File: config.mk
export PLATFORM = sky130hd
export DESIGN_NAME = llc_req_conflict_buffer_flat
export DESIGN_NICKNAME = d
export VERILOG_FILES = /design/src/rtl/llc_req_conflict_buffer_pkg.sv /design/src/rtl/llc_req_conflict_buffer_if.sv /design/src/rtl/llc_req_conflict_buffer_fifo.sv /design/src/rtl/llc_req_conflict_buffer.sv /design/src/flat_wrapper.sv
export SDC_FILE = /design/constraint.sdc
export NUM_CORES = 1
export LEC_CHECK = 0
export ABC_AREA = 1
export CAP_MARGIN = 20
export CORE_ASPECT_RATIO = 1.2
export CORE_MARGIN = 4
export CORE_UTILIZATION = 50
export DETAILED_ROUTE_END_ITERATION = 16
export GPL_ROUTABILITY_DRIVEN = 0
export PLACE_DENSITY = 0.8
export SKIP_LAST_GASP = 1
export SLEW_MARGIN = 20
export SYNTH_ARGS = -nofsm -noshare
export SYNTH_HDL_FRONTEND = slang
export SYNTH_HIERARCHICAL = 1
export SYNTH_SLANG_ARGS = --single-unit
File: constraint.sdc
create_clock -name clk -period 2.13 [get_ports clk]
set_clock_uncertainty 0.1 [all_clocks]
set_input_delay 0.213 -clock clk [delete_from_list [all_inputs] [get_ports clk]]
set_output_delay 0.213 -clock clk [all_outputs]
set_load 0.1 [all_outputs]
File: src/rtl/llc_req_conflict_buffer_pkg.sv
// Shared types and default sizes for the LLC request conflict buffer.
// Optional stats outputs are enabled by LLC_CONFLICT_STATS_EN.
package llc_req_conflict_buffer_pkg;

    localparam int LLC_CONFLICT_DEPTH = 4;
    localparam int LLC_LINE_ADDR_W    = 26;
    localparam int LLC_SET_BITS       = 9;
    localparam int LLC_MSG_BITS       = 5;
    localparam int LLC_ID_BITS        = 6;

    typedef logic [LLC_LINE_ADDR_W-1:0] line_addr_t;
    typedef logic [LLC_SET_BITS-1:0]    llc_set_t;

    typedef struct packed {
        logic [LLC_MSG_BITS-1:0] msg;
        line_addr_t              addr;
        logic [LLC_ID_BITS-1:0]  id;
        logic                    eligible;
    } llc_req_entry_t;

endpackage

File: src/rtl/llc_req_conflict_buffer_if.sv
// Upstream NoC request handshake into the LLC conflict buffer.
// Master drives valid/payload; slave returns ready.
interface llc_req_conflict_buffer_if
    import llc_req_conflict_buffer_pkg::*;
#(
    parameter int MSG_BITS    = LLC_MSG_BITS,
    parameter int LINE_ADDR_W = LLC_LINE_ADDR_W,
    parameter int ID_BITS     = LLC_ID_BITS
);
    logic                   llc_req_in_valid;
    logic                   llc_req_in_ready;
    logic [MSG_BITS-1:0]    req_in_msg;
    logic [LINE_ADDR_W-1:0] req_in_line_addr;
    logic [ID_BITS-1:0]     req_in_id;

    modport master (
        output llc_req_in_valid,
        output req_in_msg,
        output req_in_line_addr,
        output req_in_id,
        input  llc_req_in_ready
    );

    modport slave (
        input  llc_req_in_valid,
        input  req_in_msg,
        input  req_in_line_addr,
        input  req_in_id,
        output llc_req_in_ready
    );
endinterface

File: src/rtl/llc_req_conflict_buffer_fifo.sv
// In-order backup FIFO for set-conflicted requests with per-entry replay eligibility.
// LLC_CONFLICT_STATS_EN adds push count and occupancy high-water outputs.
module llc_conflict_fifo
    import llc_req_conflict_buffer_pkg::*;
#(
    parameter int DEPTH       = LLC_CONFLICT_DEPTH,
    parameter int LINE_ADDR_W = LLC_LINE_ADDR_W,
    parameter int SET_BITS    = LLC_SET_BITS,
    parameter int MSG_BITS    = LLC_MSG_BITS,
    parameter int ID_BITS     = LLC_ID_BITS,
    localparam int AW = $clog2(DEPTH),
    localparam int CW = AW + 1
) (
    input  logic                   clk,
    input  logic                   rst,
    input  logic                   push,
    input  logic [MSG_BITS-1:0]    push_msg,
    input  logic [LINE_ADDR_W-1:0] push_addr,
    input  logic [ID_BITS-1:0]     push_id,
    input  logic                   release_en,
    input  logic [SET_BITS-1:0]    release_set,
    input  logic                   pop_req,
    output logic                   head_ready,
    output logic [MSG_BITS-1:0]    head_msg,
    output logic [LINE_ADDR_W-1:0] head_addr,
    output logic [ID_BITS-1:0]     head_id,
    output logic                   full,
    output logic                   overflow_err
`ifdef LLC_CONFLICT_STATS_EN
    ,
    output logic [15:0]            stat_push_cnt,
    output logic [CW-1:0]          stat_max_occ
`endif
);

    logic [MSG_BITS-1:0]    msg_q  [DEPTH];
    logic [LINE_ADDR_W-1:0] addr_q [DEPTH];
    logic [ID_BITS-1:0]     id_q   [DEPTH];
    logic [DEPTH-1:0]       elig_q;

    logic [AW-1:0] wr_ptr;
    logic [AW-1:0] rd_ptr;
    logic [CW-1:0] count;
    logic [CW-1:0] count_nxt;
    logic [AW-1:0] off [DEPTH];
    logic [DEPTH-1:0] rel_hit;
    logic pop;
    logic push_ok;
    logic push_elig;

    assign full       = count == CW'(DEPTH);
    assign head_ready = (count != '0) && elig_q[rd_ptr];
    assign head_msg   = msg_q[rd_ptr];
    assign head_addr  = addr_q[rd_ptr];
    assign head_id    = id_q[rd_ptr];

    assign pop       = pop_req && head_ready;
    assign push_ok   = push && (!full || pop);
    assign push_elig = release_en &&
                       (push_addr[SET_BITS-1:0] == release_set);
    assign count_nxt = count + CW'(push_ok) - CW'(pop);

    // An entry is live when its distance from the head is below count.
    always_comb begin
        rel_hit = '0;
        for (int i = 0; i < DEPTH; i++) begin
            off[i] = AW'(i) - rd_ptr;
            rel_hit[i] = release_en &&
                         ({1'b0, off[i]} < count) &&
                         (addr_q[i][SET_BITS-1:0] == release_set);
        end
    end

    always_ff @(posedge clk) begin
        if (push_ok) begin
            msg_q[wr_ptr]  <= push_msg;
            addr_q[wr_ptr] <= push_addr;
            id_q[wr_ptr]   <= push_id;
        end
    end

    always_ff @(posedge clk) begin
        if (rst) begin
            wr_ptr       <= '0;
            rd_ptr       <= '0;
            count        <= '0;
            elig_q       <= '0;
            overflow_err <= 1'b0;
        end else begin
            for (int i = 0; i < DEPTH; i++) begin
                if (rel_hit[i]) elig_q[i] <= 1'b1;
            end
            if (push_ok) begin
                elig_q[wr_ptr] <= push_elig;
                wr_ptr         <= wr_ptr + 1'b1;
            end
            if (pop) rd_ptr <= rd_ptr + 1'b1;
            if (push && !push_ok) overflow_err <= 1'b1;
            count <= count_nxt;
        end
    end

`ifdef LLC_CONFLICT_STATS_EN
    always_ff @(posedge clk) begin
        if (rst) begin
            stat_push_cnt <= '0;
            stat_max_occ  <= '0;
        end else begin
            if (push_ok && stat_push_cnt != 16'hFFFF)
                stat_push_cnt <= stat_push_cnt + 16'd1;
            if (count_nxt > stat_max_occ)
                stat_max_occ <= count_nxt;
        end
    end
`endif

endmodule

File: src/rtl/llc_req_conflict_buffer.sv
// LLC request input stage plus set-conflict backup/replay buffer.
// LLC_CONFLICT_STATS_EN adds stat_push_cnt / stat_max_occ outputs.
module llc_req_conflict_buffer
    import llc_req_conflict_buffer_pkg::*;
#(
    parameter int DEPTH       = LLC_CONFLICT_DEPTH,
    parameter int LINE_ADDR_W = LLC_LINE_ADDR_W,
    parameter int SET_BITS    = LLC_SET_BITS,
    parameter int MSG_BITS    = LLC_MSG_BITS,
    parameter int ID_BITS     = LLC_ID_BITS
) (
    input  logic                   clk,
    input  logic                   rst,
    llc_req_conflict_buffer_if.slave req_in,
    output logic                   llc_req_in_valid_int,
    input  logic                   llc_req_in_ready_int,
    output logic                   set_conflict,
    input  logic                   set_req_from_conflict,
    output logic [MSG_BITS-1:0]    req_out_msg,
    output logic [LINE_ADDR_W-1:0] req_out_addr,
    output logic [ID_BITS-1:0]     req_out_id,
    input  logic                   conflict_push,
    input  logic [MSG_BITS-1:0]    conflict_msg,
    input  logic [LINE_ADDR_W-1:0] conflict_addr,
    input  logic [ID_BITS-1:0]     conflict_id,
    input  logic                   conflict_release,
    input  logic [SET_BITS-1:0]    release_set,
    output logic                   conflict_full,
    output logic                   overflow_err
`ifdef LLC_CONFLICT_STATS_EN
    ,
    output logic [15:0]            stat_push_cnt,
    output logic [$clog2(DEPTH):0] stat_max_occ
`endif
);

    logic                   stage_valid;
    logic [MSG_BITS-1:0]    stage_msg;
    logic [LINE_ADDR_W-1:0] stage_addr;
    logic [ID_BITS-1:0]     stage_id;
    logic [MSG_BITS-1:0]    head_msg;
    logic [LINE_ADDR_W-1:0] head_addr;
    logic [ID_BITS-1:0]     head_id;
    logic                   accept;

    assign req_in.llc_req_in_ready = !conflict_full &&
        (!stage_valid || llc_req_in_ready_int);
    assign accept = req_in.llc_req_in_valid && req_in.llc_req_in_ready;

    always_ff @(posedge clk) begin
        if (rst) begin
            stage_valid <= 1'b0;
            stage_msg   <= '0;
            stage_addr  <= '0;
            stage_id    <= '0;
        end else if (accept) begin
            stage_valid <= 1'b1;
            stage_msg   <= req_in.req_in_msg;
            stage_addr  <= req_in.req_in_line_addr;
            stage_id    <= req_in.req_in_id;
        end else if (llc_req_in_ready_int) begin
            stage_valid <= 1'b0;
        end
    end

    assign llc_req_in_valid_int = stage_valid;

    // Replay takes priority over the fresh stage request.
    assign req_out_msg  = set_conflict ? head_msg  : stage_msg;
    assign req_out_addr = set_conflict ? head_addr : stage_addr;
    assign req_out_id   = set_conflict ? head_id   : stage_id;

    llc_conflict_fifo #(
        .DEPTH       (DEPTH),
        .LINE_ADDR_W (LINE_ADDR_W),
        .SET_BITS    (SET_BITS),
        .MSG_BITS    (MSG_BITS),
        .ID_BITS     (ID_BITS)
    ) u_fifo (
        .clk          (clk),
        .rst          (rst),
        .push         (conflict_push),
        .push_msg     (conflict_msg),
        .push_addr    (conflict_addr),
        .push_id      (conflict_id),
        .release_en   (conflict_release),
        .release_set  (release_set),
        .pop_req      (set_req_from_conflict),
        .head_ready   (set_conflict),
        .head_msg     (head_msg),
        .head_addr    (head_addr),
        .head_id      (head_id),
        .full         (conflict_full),
        .overflow_err (overflow_err)
`ifdef LLC_CONFLICT_STATS_EN
        ,
        .stat_push_cnt (stat_push_cnt),
        .stat_max_occ  (stat_max_occ)
`endif
    );

endmodule

File: src/flat_wrapper.sv
// flat-port wrapper written by rule: the top's interface ports become plain ports
module llc_req_conflict_buffer_flat import llc_req_conflict_buffer_pkg::*;
#(
    parameter int DEPTH       = LLC_CONFLICT_DEPTH,
    parameter int LINE_ADDR_W = LLC_LINE_ADDR_W,
    parameter int SET_BITS    = LLC_SET_BITS,
    parameter int MSG_BITS    = LLC_MSG_BITS,
    parameter int ID_BITS     = LLC_ID_BITS
)
  (clk, rst, llc_req_in_valid_int, llc_req_in_ready_int, set_conflict, set_req_from_conflict, req_out_msg, req_out_addr, req_out_id, conflict_push, conflict_msg, conflict_addr, conflict_id, conflict_release, release_set, conflict_full, overflow_err, req_in_llc_req_in_valid, req_in_req_in_msg, req_in_req_in_line_addr, req_in_req_in_id, req_in_llc_req_in_ready);
  llc_req_conflict_buffer_if #(.MSG_BITS(MSG_BITS), .LINE_ADDR_W(LINE_ADDR_W), .ID_BITS(ID_BITS)) req_in_i ();
  input  logic clk;
  input  logic rst;
  output logic llc_req_in_valid_int;
  input  logic llc_req_in_ready_int;
  output logic set_conflict;
  input  logic set_req_from_conflict;
  output logic [MSG_BITS-1:0] req_out_msg;
  output logic [LINE_ADDR_W-1:0] req_out_addr;
  output logic [ID_BITS-1:0] req_out_id;
  input  logic conflict_push;
  input  logic [MSG_BITS-1:0] conflict_msg;
  input  logic [LINE_ADDR_W-1:0] conflict_addr;
  input  logic [ID_BITS-1:0] conflict_id;
  input  logic conflict_release;
  input  logic [SET_BITS-1:0] release_set;
  output logic conflict_full;
  output logic overflow_err;
  input wire logic [$bits(req_in_i.llc_req_in_valid)-1:0] req_in_llc_req_in_valid;
  input wire logic [$bits(req_in_i.req_in_msg)-1:0] req_in_req_in_msg;
  input wire logic [$bits(req_in_i.req_in_line_addr)-1:0] req_in_req_in_line_addr;
  input wire logic [$bits(req_in_i.req_in_id)-1:0] req_in_req_in_id;
  output wire logic [$bits(req_in_i.llc_req_in_ready)-1:0] req_in_llc_req_in_ready;
  assign req_in_i.llc_req_in_valid = req_in_llc_req_in_valid;
  assign req_in_i.req_in_msg = req_in_req_in_msg;
  assign req_in_i.req_in_line_addr = req_in_req_in_line_addr;
  assign req_in_i.req_in_id = req_in_req_in_id;
  assign req_in_llc_req_in_ready = req_in_i.llc_req_in_ready;
  llc_req_conflict_buffer #(.DEPTH(DEPTH), .LINE_ADDR_W(LINE_ADDR_W), .SET_BITS(SET_BITS), .MSG_BITS(MSG_BITS), .ID_BITS(ID_BITS)) u_core (.clk(clk), .rst(rst), .req_in(req_in_i), .llc_req_in_valid_int(llc_req_in_valid_int), .llc_req_in_ready_int(llc_req_in_ready_int), .set_conflict(set_conflict), .set_req_from_conflict(set_req_from_conflict), .req_out_msg(req_out_msg), .req_out_addr(req_out_addr), .req_out_id(req_out_id), .conflict_push(conflict_push), .conflict_msg(conflict_msg), .conflict_addr(conflict_addr), .conflict_id(conflict_id), .conflict_release(conflict_release), .release_set(release_set), .conflict_full(conflict_full), .overflow_err(overflow_err));
endmodule
## Yosys cells after proc, flatten, opt, wreduce, memory -nomap -nowiden

Memories as Yosys holds them, arrays and structs flattened. A register that Yosys moved wholly into a read port is not among the register bits.
Index checks and enable logic that the tools add are counted.

- Flip-flop bits (word level): 50
- Memory bits (writable): 148
- Bits of input ports: 90
- Memories: 3

- Add/sub/neg operators: 8
- Order comparisons: 7
- Equal/unequal tests: 6
- Muxes and demuxes: 27
- Reduce and logical (&&, ||, !) cells: 23

Memory list:

| memory | words | width | rd ports | clocked after Yosys merged registers in | write ports | line | source |
|---|---|---|---|---|---|---|---|
| u_core.u_fifo.addr_q | 4 | 26 | 5 | 1 | 1 | llc_req_conflict_buffer_fifo.sv:37 | `logic [LINE_ADDR_W-1:0] addr_q [DEPTH];` |
| u_core.u_fifo.id_q | 4 | 6 | 1 | 1 | 1 | llc_req_conflict_buffer_fifo.sv:38 | `logic [ID_BITS-1:0] id_q [DEPTH];` |
| u_core.u_fifo.msg_q | 4 | 5 | 1 | 1 | 1 | llc_req_conflict_buffer_fifo.sv:36 | `logic [MSG_BITS-1:0] msg_q [DEPTH];` |

Operators with widths:

| kind | number |
|---|---|
| 9-bit equality test | 5 |
| 26-bit 2-to-1 mux | 1 |
| 1-bit logical AND | 16 |
| 1-bit 2-to-1 mux | 14 |
| 2-bit by 3-bit < comparator with 1-bit output | 4 |
| 2-bit 2-to-1 mux | 6 |
| 2-bit by 3-bit < comparator with 1-bit output, second input constant | 2 |
| 6-bit 2-to-1 mux | 1 |
| 5-bit 2-to-1 mux | 1 |
| 2-bit by 1-bit adder with 2-bit output, second input constant | 2 |
| 4-bit bitwise mux | 1 |
| 4-bit 2-to-1 mux | 1 |
| 1-bit by 2-bit subtractor with 2-bit output, first input constant | 2 |
| 2-bit subtractor, first input constant | 2 |
| 3-bit by 1-bit adder with 3-bit output | 1 |
| 3-bit equality test, second input constant | 1 |
| 1-bit logical NOT | 3 |
| 3-bit nonzero test | 1 |
| 3-bit by 1-bit subtractor with 3-bit output | 1 |
| 1-bit binary-select mux with 2-bit select | 1 |
| 1-bit demux with 2-bit select | 1 |
| 2-bit by 1-bit >= comparator with 1-bit output, second input constant | 1 |
| 1-bit logical OR | 2 |
| 2-bit nonzero test | 1 |

## Longest topological paths before layout

Gate-level depths: netlist (run 1).

- Depth in word-level cells: 8
- Depth in mapped cells: 15
- Gate-level depth less buffers: 15

## Modules after synthesis

The synthesis (run 1) kept the hierarchy.

By module, submodules not included:

| module | times used | cells each | area each (um^2) | seq. area each (um^2) |
|---|---|---|---|---|
| llc_conflict_fifo | 1 | 641 | 7,026.7 | 4,724.5 |
| llc_req_conflict_buffer | 1 | 408 | 2,346.0 | 760.7 |

## Worst setup path before layout (run 1)

Ideal clock, no wire load.

- Path type: flip-flop to output port
- Start point: register u_core.u_fifo.count[2]
- End point: output req_out_addr[10]
- Arrival time: 4.776 ns
- Required time: 1.817 ns
- Path slack: -2.959 ns
- Cell stages (with the launch flop): 8
- Path buffers: 2
- Cells stage by stage: dfxtp_1 inv_1 nand2_1 a21boi_0 buf_2 clkbuf_1 nand2_1 o21ai_0

- Longest elaborated chain between the ends: 3

Ends and longest elaborated chain:

| what | line | source |
|---|---|---|
| start: declaration | llc_req_conflict_buffer_fifo.sv:43 | `logic [CW-1:0] count;` |
| start signal: assignment | llc_req_conflict_buffer_fifo.sv:99 | `count <= count_nxt;` |
| 3-bit nonzero test | llc_req_conflict_buffer_fifo.sv:52 | `assign head_ready = (count != '0) && elig_q[rd_ptr];` |
| 1-bit logical AND | llc_req_conflict_buffer_fifo.sv:52 |  |
| net set_conflict | flat_wrapper.sv:16 | `output logic set_conflict;` |
| 26-bit 2-to-1 mux | llc_req_conflict_buffer.sv:70 | `assign req_out_addr = set_conflict ? head_addr : stage_addr;` |
| end: declaration | flat_wrapper.sv:19 | `output logic [LINE_ADDR_W-1:0] req_out_addr;` |

The timed path passes the listed nets, and every way through them passes these cells.

## Worst setup path after layout (run 1)

- Start point: register u_core.u_fifo.rd_ptr[0]
- End point: output req_out_addr[15]

- Longest elaborated chain between the ends: 4

Ends and longest elaborated chain:

| what | line | source |
|---|---|---|
| start: declaration | llc_req_conflict_buffer_fifo.sv:42 | `logic [AW-1:0] rd_ptr;` |
| start signal: assignment | llc_req_conflict_buffer_fifo.sv:97 | `if (pop) rd_ptr <= rd_ptr + 1'b1;` |
| 1-bit binary-select mux with 2-bit select | llc_req_conflict_buffer_fifo.sv:52 |  |
| 1-bit 2-to-1 mux (implied by the code) | llc_req_conflict_buffer_fifo.sv:52 |  |
| 1-bit logical AND | llc_req_conflict_buffer_fifo.sv:52 |  |
| 26-bit 2-to-1 mux | llc_req_conflict_buffer.sv:70 |  |

No other way between the ends. The select of a mux whose other input is x is not followed.

==> impl_metrics.py, run 1 <==
metrics = {
    "routing": {
        "drc": 0,
        "postRouteAntennaNets": 0,
        "via_per_inst": 5.41,
        "drtIter0Drc": 767,
        "routed_wl_um": 27200,
        "vias": 8020,
        "dr.pass1.iters": 6,
        "post_drt_wl_per_cell_um": 18.3,
    },
    "clocking": {
        "cts.sinks": 200,
        "cts_tree": "built",
        "cts.clk_slew.worst_paths_ps": 80,
        "clockBufferDepth": 2,
        "cts_made_buffers": 17,
        "cts.hold.buffers_added": 0,
        "clkLatencyLatePin_ps": 440,
        "htreeDepth": 4,
        "cts_root_buffer": "clkbuf_16",
    },
    "synth": {
        "yosysSeqAreaShare_pct": 58.5,
        "synth_common_cells": "nand2_1, inv_1, nor2_1",
        "synth.area.mux_share_pct": 0,
        "syn_area_mm2": 0.00937,
        "synth_fp_nets": 1149,
        "yosys.area_share.adder_pct": 1.42,
        "synthXorXnorAreaFrac_pct": 1.21,
        "netlist.area_leader.share_pct": 47.4,
        "synthesis.instances": 1049,
        "syn_avg_cell_area_um2": 8.93,
        "synth_edf_count": 148,
        "synth_compound_area_share_pct": 10.2,
        "yosysTopAreaCell": "edfxtp_1",
        "async_flop_share_pct": 0,
        "synth_area_leaders": "edfxtp_1, dfxtp_1, nand2_1",
        "synth_flop_cell": "edfxtp_1",
        "yosysWarnings": 6,
        "synthSimpleGateAreaFrac_pct": 19.3,
        "ys_seq_elements": 200,
        "yosysUniqueCellTypes": 33,
        "synth_top_family_by_area": "simple AND/OR/NAND/NOR gates",
        "synth.most_common_cell": "nand2_1",
    },
    "global_route": {
        "grt_max_degree": 55,
        "grt_pass1_wl_um": 40200,
        "antenna_found_initial": 0,
        "gr-total-overflow": 0,
        "grt_pass1_vias": 7712,
        "track_usage_pct": 24.9,
    },
    "power_and_ir_drop": {
        "peakVddDrop_v": 0.000916,
        "leakagePower_nw": 5.59,
        "power.density_mw_per_mm2": 1080,
        "finalPower_mw": 14.3,
    },
    "sta": {
        "hold_violations": 0,
        "tightest_slew_ps": 451,
        "relSlewSlack_pct": 69.9,
        "timing.final.crit_share_pct": 111,
        "setup_ws_ps": -231,
        "rsz0062_at_grt": "yes",
        "setup_viol": 40,
        "fmax_mhz": 424,
        "fin_crit_ps": 2360,
        "maxSlewViolCount": 0,
    },
    "worst_setup_path": {
        "cp_common_cell": "buf_12",
        "startpoint_type": "register",
        "r2r_cells": 16,
        "crit_fanout": 7,
        "critPathArrivalTime_ps": 2050,
        "r2r_start": "u_core/u_fifo/rd_ptr[0]$_SDFFE_PP0N_",
        "crit_type": "register to output port",
        "crit_family": "buffers and inverters",
        "critical-path-max-stage-delay_ps": 370,
        "r2r_slack_ps": -80,
        "cp-end-kind": "output port",
        "slowest_stage": "dfxtp_4",
        "timing.rr.end": "u_core/u_fifo/count[1]$_SDFF_PP0_",
        "path_buf_inv": 5,
        "setup.worst_path.start": "u_core/u_fifo/rd_ptr[0]$_SDFFE_PP0N_",
        "cp_cell_sequence": "inv_4 > nand2_2 > nand2_2 > nand2_2 > a21boi_4 > buf_12 > buf_12 > buf_12 > nand2_4 > o21ai_4 > buf_12",
        "cp.required_ps": 1820,
    },
    "flow_run": {
        "timing.max_cap.violations": 0,
    },
    "die": {
        "dieArea_mm2": 0.0210,
        "start_util_pct": 51.2,
        "fp.coreArea_mm2": 0.0183,
        "io_pins": 132,
        "num_rows": 54,
        "die_w_um": 133,
        "die_y_um": 158,
    },
    "finish": {
        "drive_above_1_share_pct": 20.1,
        "area_growth_pct": 40.7,
        "nets": 1317,
        "nFillCells": 1197,
        "stdcell_count": 1483,
    },
    "min_path": {
        "min_path_type": "input port to register",
        "min_from": "conflict_id[0]",
        "min_to": "u_core/u_fifo/id_q[1][0]$_DFFE_PP_",
        "hold_depth": 1,
    },
    "run_status": {
        "violations": "setup timing",
        "status": "finished with violations",
    },
    "placement": {
        "dp_cells": 1426,
        "io_buffers": 131,
        "hpwlAfterDp_um": 17700,
        "pre_cts_slack_ps": -34.9,
    },
}
## placed cells by master (no fill, tap or decap), types with 4 or more instances in the layout
cell and n:
nor2_1 155, nand3_1 9, nand4_1 41, xor2_1 9, xnor2_1 4, clkdlybuf4s50_1 89
inv_1 156, nand3_2 5, nand2_2 15, o22ai_1 21, o21ai_4 32, buf_6 5
o22ai_2 12, buf_12 54, dfxtp_1 46, ha_1 8, o21ai_0 90, edfxtp_1 148
o21ai_2 6, nand2_1 190, nand2_4 9, buf_4 49, a21oi_1 10, buf_16 4
clkbuf_16 17
## how the worst max path moves through the flow
stage / end / cells past startpoint
floorplan: req_out_addr[10] / 9
global placement: u_core/u_fifo/count[1]$_SDFF_PP0_ / 15
detailed placement: u_core/u_fifo/count[1]$_SDFF_PP0_ / 15
CTS: req_out_addr[15] / 11
global route: req_out_addr[15] / 11
finish: req_out_addr[15] / 11
## layer usage
| layer | track usage, % | up-vias | wire length (µm) | share of wire [%] |
|---|---|---|---|---|
| met1 | 28.6 | 3809 | 10100 | 37 |
| li1 | - | 3777 | - | - |
| met4 | 12.4 | 0 | 1050 | 3.8 |
| met5 | 0 | - | 0 | 0 |
| met2 | 44.4 | 359 | 14200 | 52 |
| met3 | 5.18 | 75 | 1840 | 6.8 |
## where the power goes
part           total, mW  switching [mW]  leakage, nW  internal [mW]
clock network       3.17            1.57        0.293           1.59
registers           4.85           0.175         1.79           4.68
logic               6.27            4.01         3.50           2.27
total               14.3            5.75         5.59           8.54
## cell families (layout without fill, tap and decap cells)
logic type | count (synthesis) | count (layout)
AND/OR/NAND/NOR | 429 | 429
buffers and inverters | 216 | 397
flip-flops | 200 | 200
AO/OA/AOI/OAI | 181 | 181
XOR/XNOR | 13 | 13
adder cells (fa/ha/maj) | 10 | 10
other | 0 | 1
## flip-flops by register name (all words and copies together) (netlist names), named ones only
name and flops:
u_core/llc_req_in_valid_int 1, u_core/stage_addr 26, u_core/stage_id 6, u_core/stage_msg 5
u_core/u_fifo/addr_q 104, u_core/u_fifo/count 3, u_core/u_fifo/elig_q 4, u_core/u_fifo/id_q 24
u_core/u_fifo/msg_q 20, u_core/u_fifo/overflow_err 1, u_core/u_fifo/rd_ptr 2, u_core/u_fifo/wr_ptr 2
## per-stage QoR
stage | cell area, µm² | hold slack, ps | TNS, ps | utilization (%)
global placement | 12000 | 385 | 0 | 65.6
floorplan | 9800 | 176 | -72380 | -
finish | 13200 | 304 | -6460 | 72.0
CTS | 13000 | 285 | -6230 | 71.2
global route | 13200 | 290 | -14340 | 72.0
detailed placement | 12000 | 377 | -34.9 | 65.6
## worst reg2reg max path, cell delays in order (launching register included)
cell	delay [ps]
dfxtp_4	380
inv_4	60
nand2_2	70
nand2_2	60
nand2_2	90
buf_4	130
nand2_2	60
nand3_4	90
nand2_8	60
nand2_4	70
inv_2	50
nand2_1	60
nand2_2	60
ha_4	160
fa_2	510
inv_1	40
nor2_1	90
## area by class of cell
class                           instances  area [µm²]  area share [%]
Inverter                              163         619            4.70
Antenna cell                            1        2.50          0.0190
Sequential cell                       200        5500            41.7
Tap cell                              252         315            2.39
Timing Repair Buffer                  202        2540            19.2
Clock buffer                           17         425            3.22
Clock inverter                         15         173            1.31
Multi-Input combinational cell        633        3620            27.4
## repair_timing
action / CTS / global route
setup endpoints to repair: 39 / 40
setup buffers: 6 / 13
pin swaps: 21 / 6
resized for setup: 53 / 16
gates cloned: 6 / 0
(Power assumes the default switching activity.)
==> run 2: changes to the inputs <==
--- a/config.mk
+++ b/config.mk
@@ -7,12 +7,11 @@
 export LEC_CHECK = 0
 export ABC_AREA = 1
 export CAP_MARGIN = 20
-export CORE_ASPECT_RATIO = 1.2
 export CORE_MARGIN = 4
 export CORE_UTILIZATION = 50
 export DETAILED_ROUTE_END_ITERATION = 16
 export GPL_ROUTABILITY_DRIVEN = 0
-export PLACE_DENSITY = 0.8
+export PLACE_DENSITY_LB_ADDON = 0.12
 export SKIP_LAST_GASP = 1
 export SLEW_MARGIN = 20
 export SYNTH_ARGS = -nofsm -noshare
==> impl_metrics.py, run 2 (synthesis results as in run 1) <==
metrics = {
    "clocking": {
        "cts_made_buffers": 17,
        "cts.clk_slew.worst_paths_ps": 80,
        "cts_root_buffer": "clkbuf_16",
        "clockBufferDepth": 2,
        "cts_tree": "built",
        "clkLatencyLatePin_ps": 430,
        "htreeDepth": 4,
        "cts.sinks": 200,
    },
    "finish": {
        "regMostFlops": "u_core/u_fifo/addr_q",
        "area_growth_pct": 45.1,
        "drive_above_1_share_pct": 22.0,
        "nets": 1339,
        "largest_reg_flops": 104,
        "nFillCells": 1229,
        "utilization_pct": 74.7,
        "mostFrequentLayoutCells": "nand2_1, nor2_1, inv_1",
        "largest_registers": "u_core/u_fifo/addr_q x104, u_core/stage_addr x26, u_core/u_fifo/id_q x24",
        "antenna_cells": 0,
        "layout_commonest_cell": "nand2_1",
    },
    "min_path": {
        "min_path_type": "input port to register",
    },
    "sta": {
        "setup_viol": 72,
        "relSlewSlack_pct": 70.4,
        "whs_ps": 306,
        "hold_violations": 0,
        "timing.final.crit_share_pct": 110,
        "setup_ws_ps": -219,
        "rsz0062_at_grt": "yes",
        "tightest_slew_ps": 443,
        "fin_crit_ps": 2350,
        "maxSlewViolCount": 0,
        "fmax_mhz": 426,
    },
    "routing": {
        "post_drt_wl_per_cell_um": 18.8,
        "postRouteAntennaNets": 0,
        "vias": 7944,
        "dr.pass1.iters": 5,
        "drtIter0Drc": 794,
        "routed_wl_um": 27900,
        "via_per_inst": 5.36,
        "drc": 0,
    },
    "worst_setup_path": {
        "cp-end-kind": "output port",
        "cp_common_cell": "buf_12",
        "crit_fanout": 18,
        "critPathArrivalTime_ps": 2040,
        "slowest_stage": "dfxtp_4",
        "cp_cell_sequence": "inv_6 > buf_12 > buf_12 > o21ai_0 > o22ai_2 > nand2_4 > o21ai_4 > buf_12",
        "crit_type": "register to output port",
        "cp.required_ps": 1820,
        "critical-path-max-stage-delay_ps": 400,
        "startpoint_type": "register",
    },
    "run_status": {
        "violations": "setup timing",
        "status": "finished with violations",
    },
    "global_route": {
        "grt_pass1_wl_um": 40600,
        "gr-total-overflow": 0,
        "track_usage_pct": 24.3,
        "grt_max_degree": 41,
        "antenna_found_initial": 0,
        "grt_pass1_vias": 7598,
    },
    "placement": {
        "hpwlAfterDp_um": 17000,
        "io_buffers": 131,
    },
    "die": {
        "die_w_um": 145,
        "start_util_pct": 51.5,
        "io_pins": 132,
        "dieArea_mm2": 0.0210,
        "num_rows": 49,
        "die_y_um": 145,
        "fp.coreArea_mm2": 0.0182,
    },
    "power_and_ir_drop": {
        "leakagePower_nw": 5.77,
        "power.density_mw_per_mm2": 1080,
        "peakVddDrop_v": 0.000830,
        "finalPower_mw": 14.6,
    },
    "flow_run": {
        "timing.max_cap.violations": 0,
    },
}
## run 2: cell count changes in the layout (fill, tap and decap cells not counted), sizes merged
cell      before  now
buf          112  126
bufbuf         1    0
clkbuf        17   31
clkinv         8    4
clkinvlp       0    1
diode          1    0
inv          170  168
## run 2: path summary, 6_finish.rpt
| kind | to | start | cells past startpoint | slack (ps) |
|---|---|---|---|---|
| worst max register to register | u_core/u_fifo/count[1]$_SDFF_PP0_ | u_core/u_fifo/rd_ptr[0]$_SDFFE_PP0N_ | 17 | -80 |
| worst min-delay path | u_core/u_fifo/addr_q[1][23]$_DFFE_PP_ | conflict_addr[23] | 1 | 310 |
| worst min register to register | u_core/u_fifo/overflow_err$_SDFFE_PP0P_ | u_core/u_fifo/overflow_err$_SDFFE_PP0P_ | 1 | 380 |
| worst max-delay path | req_out_addr[20] | register | 8 | -220 |
## run 2: cell type report
cell class / instances / area (µm²) / share of cell area (%)
clock buffers: 22 / 507 / 3.73
clock inverters: 10 / 95.1 / 0.699
inverters: 163 / 633 / 4.66
multi-input cells: 633 / 3650 / 26.8
flip-flops and latches: 200 / 5500 / 40.5
well taps: 229 / 287 / 2.11
repair buffers: 224 / 2930 / 21.5
## run 2: worst max-delay path, delay by kind of cell (launching register included)
kind	cells	cell delay [ps]
AO/OA/AOI/OAI	3	530
AND/OR/NAND/NOR	1	110
flip-flops	1	400
buffers and inverters	4	550
## run 2: repair_timing
action	4_1_cts	5_1_grt
buffers inserted	18	14
pin swaps	25	8
endpoints found under the setup margin	39	174
endpoints found under the hold margin	0	0
cloned	4	14
gates resized for setup	53	56
hold buffers	0	0
## run 2: power breakdown
part           internal, mW  switching, mW
Combinational          2.48           4.09
Sequential             4.68          0.168
Clock                  1.74           1.49
## run 2: per-layer routing
| layer | part of all wire (%) | global-route usage, % | wire (µm) | vias to the layer above |
|---|---|---|---|---|
| met4 | 2.2 | 7.98 | 603 | 0 |
| met3 | 6.6 | 4.90 | 1850 | 33 |
| met2 | 51 | 43.1 | 14200 | 297 |
| li1 | - | - | - | 3831 |
| met5 | 0 | 0 | 0 | - |
| met1 | 40 | 29.9 | 11200 | 3783 |
## run 2: stage by stage
step	setup slack, ps	cells	instance area, µm²	setup TNS [ps]
floorplan	-546	1049	9800	-72380
global placement	81.1	1401	12000	0
detailed placement	8.76	1401	12000	0
CTS	-137	1454	13000	-4300
global route	-248	1481	13600	-14100
finish	-219	1481	13600	-6640
